`config.mk`:
```
export PLATFORM = sky130hd
export DESIGN_NAME = top_bounce_flat
export DESIGN_NICKNAME = d
export VERILOG_FILES = /design/src/rtl/bounce_pkg.sv /design/src/rtl/bounce_if.sv /design/src/rtl/square_mover.sv /design/src/rtl/top_bounce.sv /design/src/flat_wrapper.sv
export SDC_FILE = /design/constraint.sdc
export NUM_CORES = 1
export LEC_CHECK = 0
export BUFFER_PORTS_ARGS = -buffer_cell sky130_fd_sc_hd__buf_2
export CORE_MARGIN = 5
export CORE_UTILIZATION = 45
export CTS_CLUSTER_SIZE = 12
export DETAILED_ROUTE_END_ITERATION = 7
export PLACE_DENSITY = 0.67
export SYNTH_ARGS = -nofsm -noshare
export SYNTH_HDL_FRONTEND = slang
export SYNTH_SLANG_ARGS = --single-unit
```
`constraint.sdc`:
```
create_clock -name clk_pix -period 6.7 [get_ports clk_pix]
set_input_delay 2.01 -clock clk_pix [delete_from_list [all_inputs] [get_ports clk_pix]]
set_output_delay 2.01 -clock clk_pix [all_outputs]
set_load 0.005 [all_outputs]
```
`src/rtl/bounce_pkg.sv`:
```
// Shared constants, types and helpers for the bouncing-squares video demo.
// Timing is 640x480 active inside an 800x525 raster.
package bounce_pkg;

   localparam int H_RES  = 32'sd640;
   localparam int V_RES  = 32'sd480;
   localparam int LINE   = 32'sd800;
   localparam int SCREEN = 32'sd525;
   localparam int MAX_SQ = 32'sd4;

   typedef struct packed {
      logic [3:0] r;
      logic [3:0] g;
      logic [3:0] b;
   } rgb4_t;

   localparam int    INIT_X [MAX_SQ] = '{32'sd40, 32'sd160, 32'sd280, 32'sd400};
   localparam int    INIT_Y [MAX_SQ] = '{32'sd40, 32'sd120, 32'sd200, 32'sd280};
   localparam rgb4_t COLOUR [MAX_SQ] = '{12'hF00, 12'h0F0, 12'h00F, 12'hFF0};
   localparam rgb4_t BG_COLOUR       = 12'h137;

   function automatic logic [7:0] dbl4(input logic [3:0] c);
      return {2{c}};
   endfunction

endpackage

```
`src/rtl/bounce_if.sv`:
```
// Video output bus of the bouncing-squares demo plus its pause control.
// The master side (the demo) drives pixels; the slave side drives pause.
interface bounce_if #(
   parameter int CORDW = 10
);
   logic             pause;
   logic [CORDW-1:0] sdl_sx;
   logic [CORDW-1:0] sdl_sy;
   logic             sdl_de;
   logic [7:0]       sdl_r;
   logic [7:0]       sdl_g;
   logic [7:0]       sdl_b;
   logic             frame;

   modport master (
      input  pause,
      output sdl_sx, sdl_sy, sdl_de, sdl_r, sdl_g, sdl_b, frame
   );

   modport slave (
      output pause,
      input  sdl_sx, sdl_sy, sdl_de, sdl_r, sdl_g, sdl_b, frame
   );
endinterface

```
`src/rtl/square_mover.sv`:
```
// One bouncing square: position/direction state, per-frame motion and
// the combinational hit test against the current raster position.
module square_mover
   import bounce_pkg::*;
#(
   parameter int CORDW   = 10,
   parameter int SQ_SIZE = 40,
   parameter int SPEED   = 2,
   parameter int INIT_X  = 40,
   parameter int INIT_Y  = 40
) (
   input  logic             clk_pix,
   input  logic             sim_rst_n,
   input  logic             tick,
   input  logic             pause,
   input  logic [CORDW-1:0] sx,
   input  logic [CORDW-1:0] sy,
   output logic             hit
);

   // One extra bit of headroom so pos+SPEED and pos+SQ_SIZE never wrap.
   localparam logic [CORDW:0]   X_LIM = (CORDW+1)'(H_RES - SQ_SIZE);
   localparam logic [CORDW:0]   Y_LIM = (CORDW+1)'(V_RES - SQ_SIZE);
   localparam logic [CORDW:0]   STEP  = (CORDW+1)'(SPEED);
   localparam logic [CORDW:0]   SIZE  = (CORDW+1)'(SQ_SIZE);
   localparam logic [CORDW-1:0] X0    = CORDW'(INIT_X);
   localparam logic [CORDW-1:0] Y0    = CORDW'(INIT_Y);

   logic [CORDW-1:0] x_r;
   logic [CORDW-1:0] y_r;
   logic             dx_r;
   logic             dy_r;
   logic [CORDW:0]   x_step_s;
   logic [CORDW:0]   y_step_s;
   logic [CORDW:0]   sx_w_s;
   logic [CORDW:0]   sy_w_s;
   logic [CORDW:0]   x_w_s;
   logic [CORDW:0]   y_w_s;

   // Returns {new_dir, new_pos}; reaching a wall clamps and reverses.
   function automatic logic [CORDW:0] axis_step(
      input logic [CORDW-1:0] pos,
      input logic             dir,
      input logic [CORDW:0]   lim
   );
      logic [CORDW:0] pos_w;
      logic [CORDW:0] tmp;
      logic [CORDW:0] res;
      pos_w = {1'b0, pos};
      if (dir) begin
         tmp = pos_w + STEP;
         if (tmp >= lim) begin
            res = {1'b0, lim[CORDW-1:0]};
         end else begin
            res = {1'b1, tmp[CORDW-1:0]};
         end
      end else begin
         tmp = pos_w - STEP;
         if (pos_w <= STEP) begin
            res = {1'b1, {CORDW{1'b0}}};
         end else begin
            res = {1'b0, tmp[CORDW-1:0]};
         end
      end
      return res;
   endfunction

   // Next-state candidates and the hit window test.
   always_comb begin
      x_step_s = axis_step(x_r, dx_r, X_LIM);
      y_step_s = axis_step(y_r, dy_r, Y_LIM);
      sx_w_s   = {1'b0, sx};
      sy_w_s   = {1'b0, sy};
      x_w_s    = {1'b0, x_r};
      y_w_s    = {1'b0, y_r};
      hit      = (sx_w_s >= x_w_s) && (sx_w_s < x_w_s + SIZE) &&
                 (sy_w_s >= y_w_s) && (sy_w_s < y_w_s + SIZE);
   end

   // Square state: moves once per unpaused animation tick.
   always_ff @(posedge clk_pix) begin
      if (!sim_rst_n) begin
         x_r  <= X0;
         y_r  <= Y0;
         dx_r <= 1'b1;
         dy_r <= 1'b1;
      end else if (tick && !pause) begin
         x_r  <= x_step_s[CORDW-1:0];
         dx_r <= x_step_s[CORDW];
         y_r  <= y_step_s[CORDW-1:0];
         dy_r <= y_step_s[CORDW];
      end else begin
         x_r  <= x_r;
         y_r  <= y_r;
         dx_r <= dx_r;
         dy_r <= dy_r;
      end
   end

endmodule

```
`src/rtl/top_bounce.sv`:
```
// Bouncing-squares demo: raster counters, N_SQ square movers and a
// registered colour stage that paints the lowest-index hit square.
module top_bounce
   import bounce_pkg::*;
#(
   parameter int CORDW   = 10,
   parameter int N_SQ    = 4,
   parameter int SQ_SIZE = 40,
   parameter int SPEED   = 2
) (
   input  logic     clk_pix,
   input  logic     sim_rst_n,
   bounce_if.master vid
);

   localparam logic [CORDW-1:0] SX_MAX = CORDW'(LINE - 1);
   localparam logic [CORDW-1:0] SY_MAX = CORDW'(SCREEN - 1);
   localparam logic [CORDW-1:0] H_END  = CORDW'(H_RES);
   localparam logic [CORDW-1:0] V_END  = CORDW'(V_RES);
   localparam logic [CORDW-1:0] ONE_C  = {{(CORDW-1){1'b0}}, 1'b1};

   logic [CORDW-1:0] sx_r;
   logic [CORDW-1:0] sy_r;
   logic             tick_s;
   logic             de_s;
   logic [N_SQ-1:0]  hit_s;
   rgb4_t            colour_s;

   // Raster counters: sx sweeps the line, sy advances when sx wraps.
   always_ff @(posedge clk_pix) begin
      if (!sim_rst_n) begin
         sx_r <= '0;
         sy_r <= '0;
      end else if (sx_r == SX_MAX) begin
         sx_r <= '0;
         if (sy_r == SY_MAX) begin
            sy_r <= '0;
         end else begin
            sy_r <= sy_r + ONE_C;
         end
      end else begin
         sx_r <= sx_r + ONE_C;
         sy_r <= sy_r;
      end
   end

   // The tick falls at the start of vertical blanking, so motion never tears.
   always_comb begin
      tick_s = (sx_r == '0) && (sy_r == V_END);
      de_s   = (sx_r < H_END) && (sy_r < V_END);
   end

   for (genvar i = 0; i < N_SQ; i++) begin : g_sq
      square_mover #(
         .CORDW   (CORDW),
         .SQ_SIZE (SQ_SIZE),
         .SPEED   (SPEED),
         .INIT_X  (INIT_X[i]),
         .INIT_Y  (INIT_Y[i])
      ) u_sq (
         .clk_pix   (clk_pix),
         .sim_rst_n (sim_rst_n),
         .tick      (tick_s),
         .pause     (vid.pause),
         .sx        (sx_r),
         .sy        (sy_r),
         .hit       (hit_s[i])
      );
   end

   // Walk from highest to lowest index so square 0 has final say.
   always_comb begin
      colour_s = BG_COLOUR;
      for (int i = N_SQ - 1; i >= 0; i--) begin
         if (hit_s[i]) begin
            colour_s = COLOUR[i];
         end else begin
            colour_s = colour_s;
         end
      end
   end

   // Output stage; colour is deliberately left unmasked by de.
   always_ff @(posedge clk_pix) begin
      if (!sim_rst_n) begin
         vid.sdl_sx <= '0;
         vid.sdl_sy <= '0;
         vid.sdl_de <= 1'b0;
         vid.sdl_r  <= 8'h00;
         vid.sdl_g  <= 8'h00;
         vid.sdl_b  <= 8'h00;
         vid.frame  <= 1'b0;
      end else begin
         vid.sdl_sx <= sx_r;
         vid.sdl_sy <= sy_r;
         vid.sdl_de <= de_s;
         vid.sdl_r  <= dbl4(colour_s.r);
         vid.sdl_g  <= dbl4(colour_s.g);
         vid.sdl_b  <= dbl4(colour_s.b);
         vid.frame  <= tick_s;
      end
   end

endmodule

```
`src/flat_wrapper.sv`:
```
// flat-port wrapper written by rule: the top's interface ports become plain ports
module top_bounce_flat import bounce_pkg::*;
#(
   parameter int CORDW   = 10,
   parameter int N_SQ    = 4,
   parameter int SQ_SIZE = 40,
   parameter int SPEED   = 2
)
  (clk_pix, sim_rst_n, vid_pause, vid_sdl_sx, vid_sdl_sy, vid_sdl_de, vid_sdl_r, vid_sdl_g, vid_sdl_b, vid_frame);
  bounce_if #(.CORDW(CORDW)) vid_i ();
  input  logic clk_pix;
  input  logic sim_rst_n;
  input wire logic [$bits(vid_i.pause)-1:0] vid_pause;
  output wire logic [$bits(vid_i.sdl_sx)-1:0] vid_sdl_sx;
  output wire logic [$bits(vid_i.sdl_sy)-1:0] vid_sdl_sy;
  output wire logic [$bits(vid_i.sdl_de)-1:0] vid_sdl_de;
  output wire logic [$bits(vid_i.sdl_r)-1:0] vid_sdl_r;
  output wire logic [$bits(vid_i.sdl_g)-1:0] vid_sdl_g;
  output wire logic [$bits(vid_i.sdl_b)-1:0] vid_sdl_b;
  output wire logic [$bits(vid_i.frame)-1:0] vid_frame;
  assign vid_i.pause = vid_pause;
  assign vid_sdl_sx = vid_i.sdl_sx;
  assign vid_sdl_sy = vid_i.sdl_sy;
  assign vid_sdl_de = vid_i.sdl_de;
  assign vid_sdl_r = vid_i.sdl_r;
  assign vid_sdl_g = vid_i.sdl_g;
  assign vid_sdl_b = vid_i.sdl_b;
  assign vid_frame = vid_i.frame;
  top_bounce #(.CORDW(CORDW), .N_SQ(N_SQ), .SQ_SIZE(SQ_SIZE), .SPEED(SPEED)) u_core (.clk_pix(clk_pix), .sim_rst_n(sim_rst_n), .vid(vid_i));
endmodule
```
==> impl_metrics.json <==
{
  "drt_iter0_markers": 961,
  "place_ws_ns": 2.27,
  "end_kind": "flip-flop",
  "path_clk_slew_ns": 0.06,
  "drc": 0,
  "coreArea_sq_um": 26900,
  "grt_pass1_wl_um": 57800,
  "grt_pass1_vias": 11220,
  "synthAdderAreaFrac": 0.175,
  "dr.pass1.iters": 6,
  "initial_core_util": 0.457,
  "clockBufferDepth": 2,
  "cts_resized": 0,
  "port_buffers": 48,
  "crit_slowest_cell": "or4_2",
  "irDropWorstVdd_v": 0.000148,
  "ys_types": 87,
  "fin_hold_ws_ns": 0.492,
  "synth_fp_nets": 1791,
  "status": "completed",
  "powerDensity_nw_per_um2": 142,
  "routed-via-count": 12022,
  "h-tree-depth": 4,
  "final_layout_size_suffix_gt1_frac": 0.0745,
  "cts-root-buf": "clkbuf_16",
  "ios": 49,
  "regArea_sq_um": 2560,
  "synth_compound_area_frac": 0.270,
  "ys.flop_type": "dfxtp_1",
  "r2r_slack_ns": 2.99,
  "cp_max_fo": 38,
  "setup_viol": 0,
  "synth_edf_count": 0,
  "slew_violations": 0,
  "insertion_delay_ns": 0.43,
  "yosysTopAreaCellShare": 0.209,
  "crit_family": "simple AND/OR/NAND/NOR gates",
  "ant_nets": 0,
  "fin_crit_sh": 0.603,
  "syn_area_per_cell_sq_um": 7.59,
  "arrival_ns": 4.34,
  "cp_num_buf_inv": 2,
  "fillers": 2653,
  "start_kind": "input port",
  "hold_class": "reg2reg",
  "drt_wl_total_um": 34900,
  "period_needed_ns": 4.04,
  "synth-simple-area-share": 0.206,
  "gp_congestion": 0.913,
  "hold_viol": 0,
  "synthTopCellsByCount": "ha_1, o21ai_0, dfxtp_1",
  "synth.largest_area_cell": "dfxtp_1",
  "grt_max_degree": 47,
  "post_cts_buffers": 0,
  "fin_ws_ns": 2.66,
  "cts.sinks": 128,
  "overflow": 0,
  "fmax_mhz": 248,
  "yosys_warnings": 0,
  "synth_seq_cells": 128,
  "syn_inst": 1616,
  "row_count": 60,
  "synth_area_leaders": "dfxtp_1, ha_1, o21ai_0, a21oi_1, xnor2_1",
  "relSlewSlack": 0.287,
  "fin_tns_setup_ns": 0,
  "viasPerCell": 6.20,
  "critPathMaxStageDelay_ns": 1.12,
  "crit_required_ns": 7.01,
  "synthArstFlopShare": 0,
  "synth_top_family_by_area": "compound AO/OA/AOI/OAI gates",
  "synth_area_sq_um": 12300,
  "die_area_sq_um": 30700,
  "rsz0062_at_grt": "false",
  "max-cap-violations": 0,
  "multiInputGateArea_sq_um": 8800,
  "antenna_found_initial": 1,
  "synth_mux_area_frac": 0.00418,
  "cts_hold_buf": 0,
  "track_usage": 0.225,
  "finalClockSkew_ns": 0.0116,
  "ys_seq_area_frac": 0.209,
  "wl_per_cell_um": 18.0,
  "die_y_um": 175,
  "syn2layout_area_growth_pct": 7.14,
  "cp_cell_sequence": "buf_2, or4_2, buf_4, nand2_1, o21ai_0, o2bb2ai_1",
  "die_x_um": 175,
  "layout.nets": 1760,
  "crit_type": "in2reg",
  "dp_hpwl_um": 24700,
  "cts_tree": "done",
  "worstMarginPinSlew_ns": 1.06,
  "leakagePower_nw": 5.29,
  "synth.most_common_cell": "ha_1",
  "synth-xor-area-share": 0.0614,
  "cts_inserted_buffers": 17
}
state kept, by name, summed over array words and instances (netlist names):
signal                 cells
u_core.g_sq.u_sq.dy_r      4
u_core.g_sq.u_sq.x_r      36
u_core.vid.sdl_b           2
u_core.g_sq.u_sq.y_r      36
u_core.vid.sdl_r           2
u_core.vid.sdl_sx         10
u_core.g_sq.u_sq.dx_r      4
u_core.vid.sdl_de          1
u_core.vid.sdl_g           2
u_core.vid.sdl_sy         10
u_core.vid.frame           1
u_core.sy_r               10
u_core.sx_r               10
final timing paths:
check / start / endpoint / cells past startpoint
setup / recovery: vid_pause / u_core.g_sq[2].u_sq.y_r[8] / 6
hold reg to reg: u_core.sx_r[0] / u_core.sx_r[0] / 1
hold / removal: u_core.sx_r[0] / u_core.sx_r[0] / 1
setup reg to reg: u_core.sy_r[5] / u_core.g_sq[2].u_sq.y_r[8] / 6
worst reg2reg max path: stages, from the launching register on:
cell and delay (ns):
dfxtp_1 0.85, nand4_1 0.44, or4_2 1.21, buf_4 0.41, nand2_1 0.38, o21ai_0 0.16, o2bb2ai_1 0.14
power breakdown:
| group | switching [mW] | internal, mW |
|---|---|---|
| combinational | 0.0597 | 0.0361 |
| sequential | 0.0163 | 0.769 |
| clock | 0.393 | 0.590 |
| total | 0.469 | 1.39 |
layout by cell type, fill, tap and decap left out, drive strengths merged, types with 23 or more instances in the layout:
cell / Yosys / final
ha: 172 / 172
dfxtp: 128 / 128
nor3: 46 / 46
o21ai: 146 / 146
buf: 35 / 63
o21a: 26 / 26
a21oi: 121 / 121
nand4: 26 / 26
and2: 23 / 23
nand2: 123 / 123
a211oi: 28 / 28
nor2: 112 / 112
xnor2: 65 / 65
inv: 100 / 104
nand3: 53 / 53
per-stage QoR:
stage	instances	utilization	power [mW]	cell area, sq um
3_3_place_gp	1907	0.466	0.895	12500
5_1_grt	1939	0.489	1.93	13100
2_1_floorplan	1616	-	0.868	12300
3_5_place_dp	1907	0.466	0.896	12500
4_1_cts	1939	0.489	1.87	13100
6_report	1940	0.489	1.86	13100
layer usage:
| layer | track usage | part of all wire |
|---|---|---|
| met3 | 0.0361 | 0.072 |
| met4 | 0.0681 | 0.019 |
| met1 | 0.305 | 0.46 |
| met2 | 0.367 | 0.45 |
| met5 | 0 | 0 |
cell type report:
class / instances / area share
diodes: 1 / 0.000190
clock buffers: 17 / 0.0324
clock inverters: 15 / 0.0140
inverters: 104 / 0.0297
multi-input cells: 1271 / 0.670
flip-flops and latches: 128 / 0.195
well taps: 341 / 0.0324
repair buffers: 63 / 0.0268
cell families after synthesis:
group                    Yosys count
AND/OR/NAND/NOR                  499
XOR/XNOR                          86
flip-flops                       128
buffers and inverters            217
multiplexers                       5
AO/OA/AOI/OAI                    509
adder cells (fa/ha/maj)          172
Note: power is estimated with default switching activity, not from simulation.
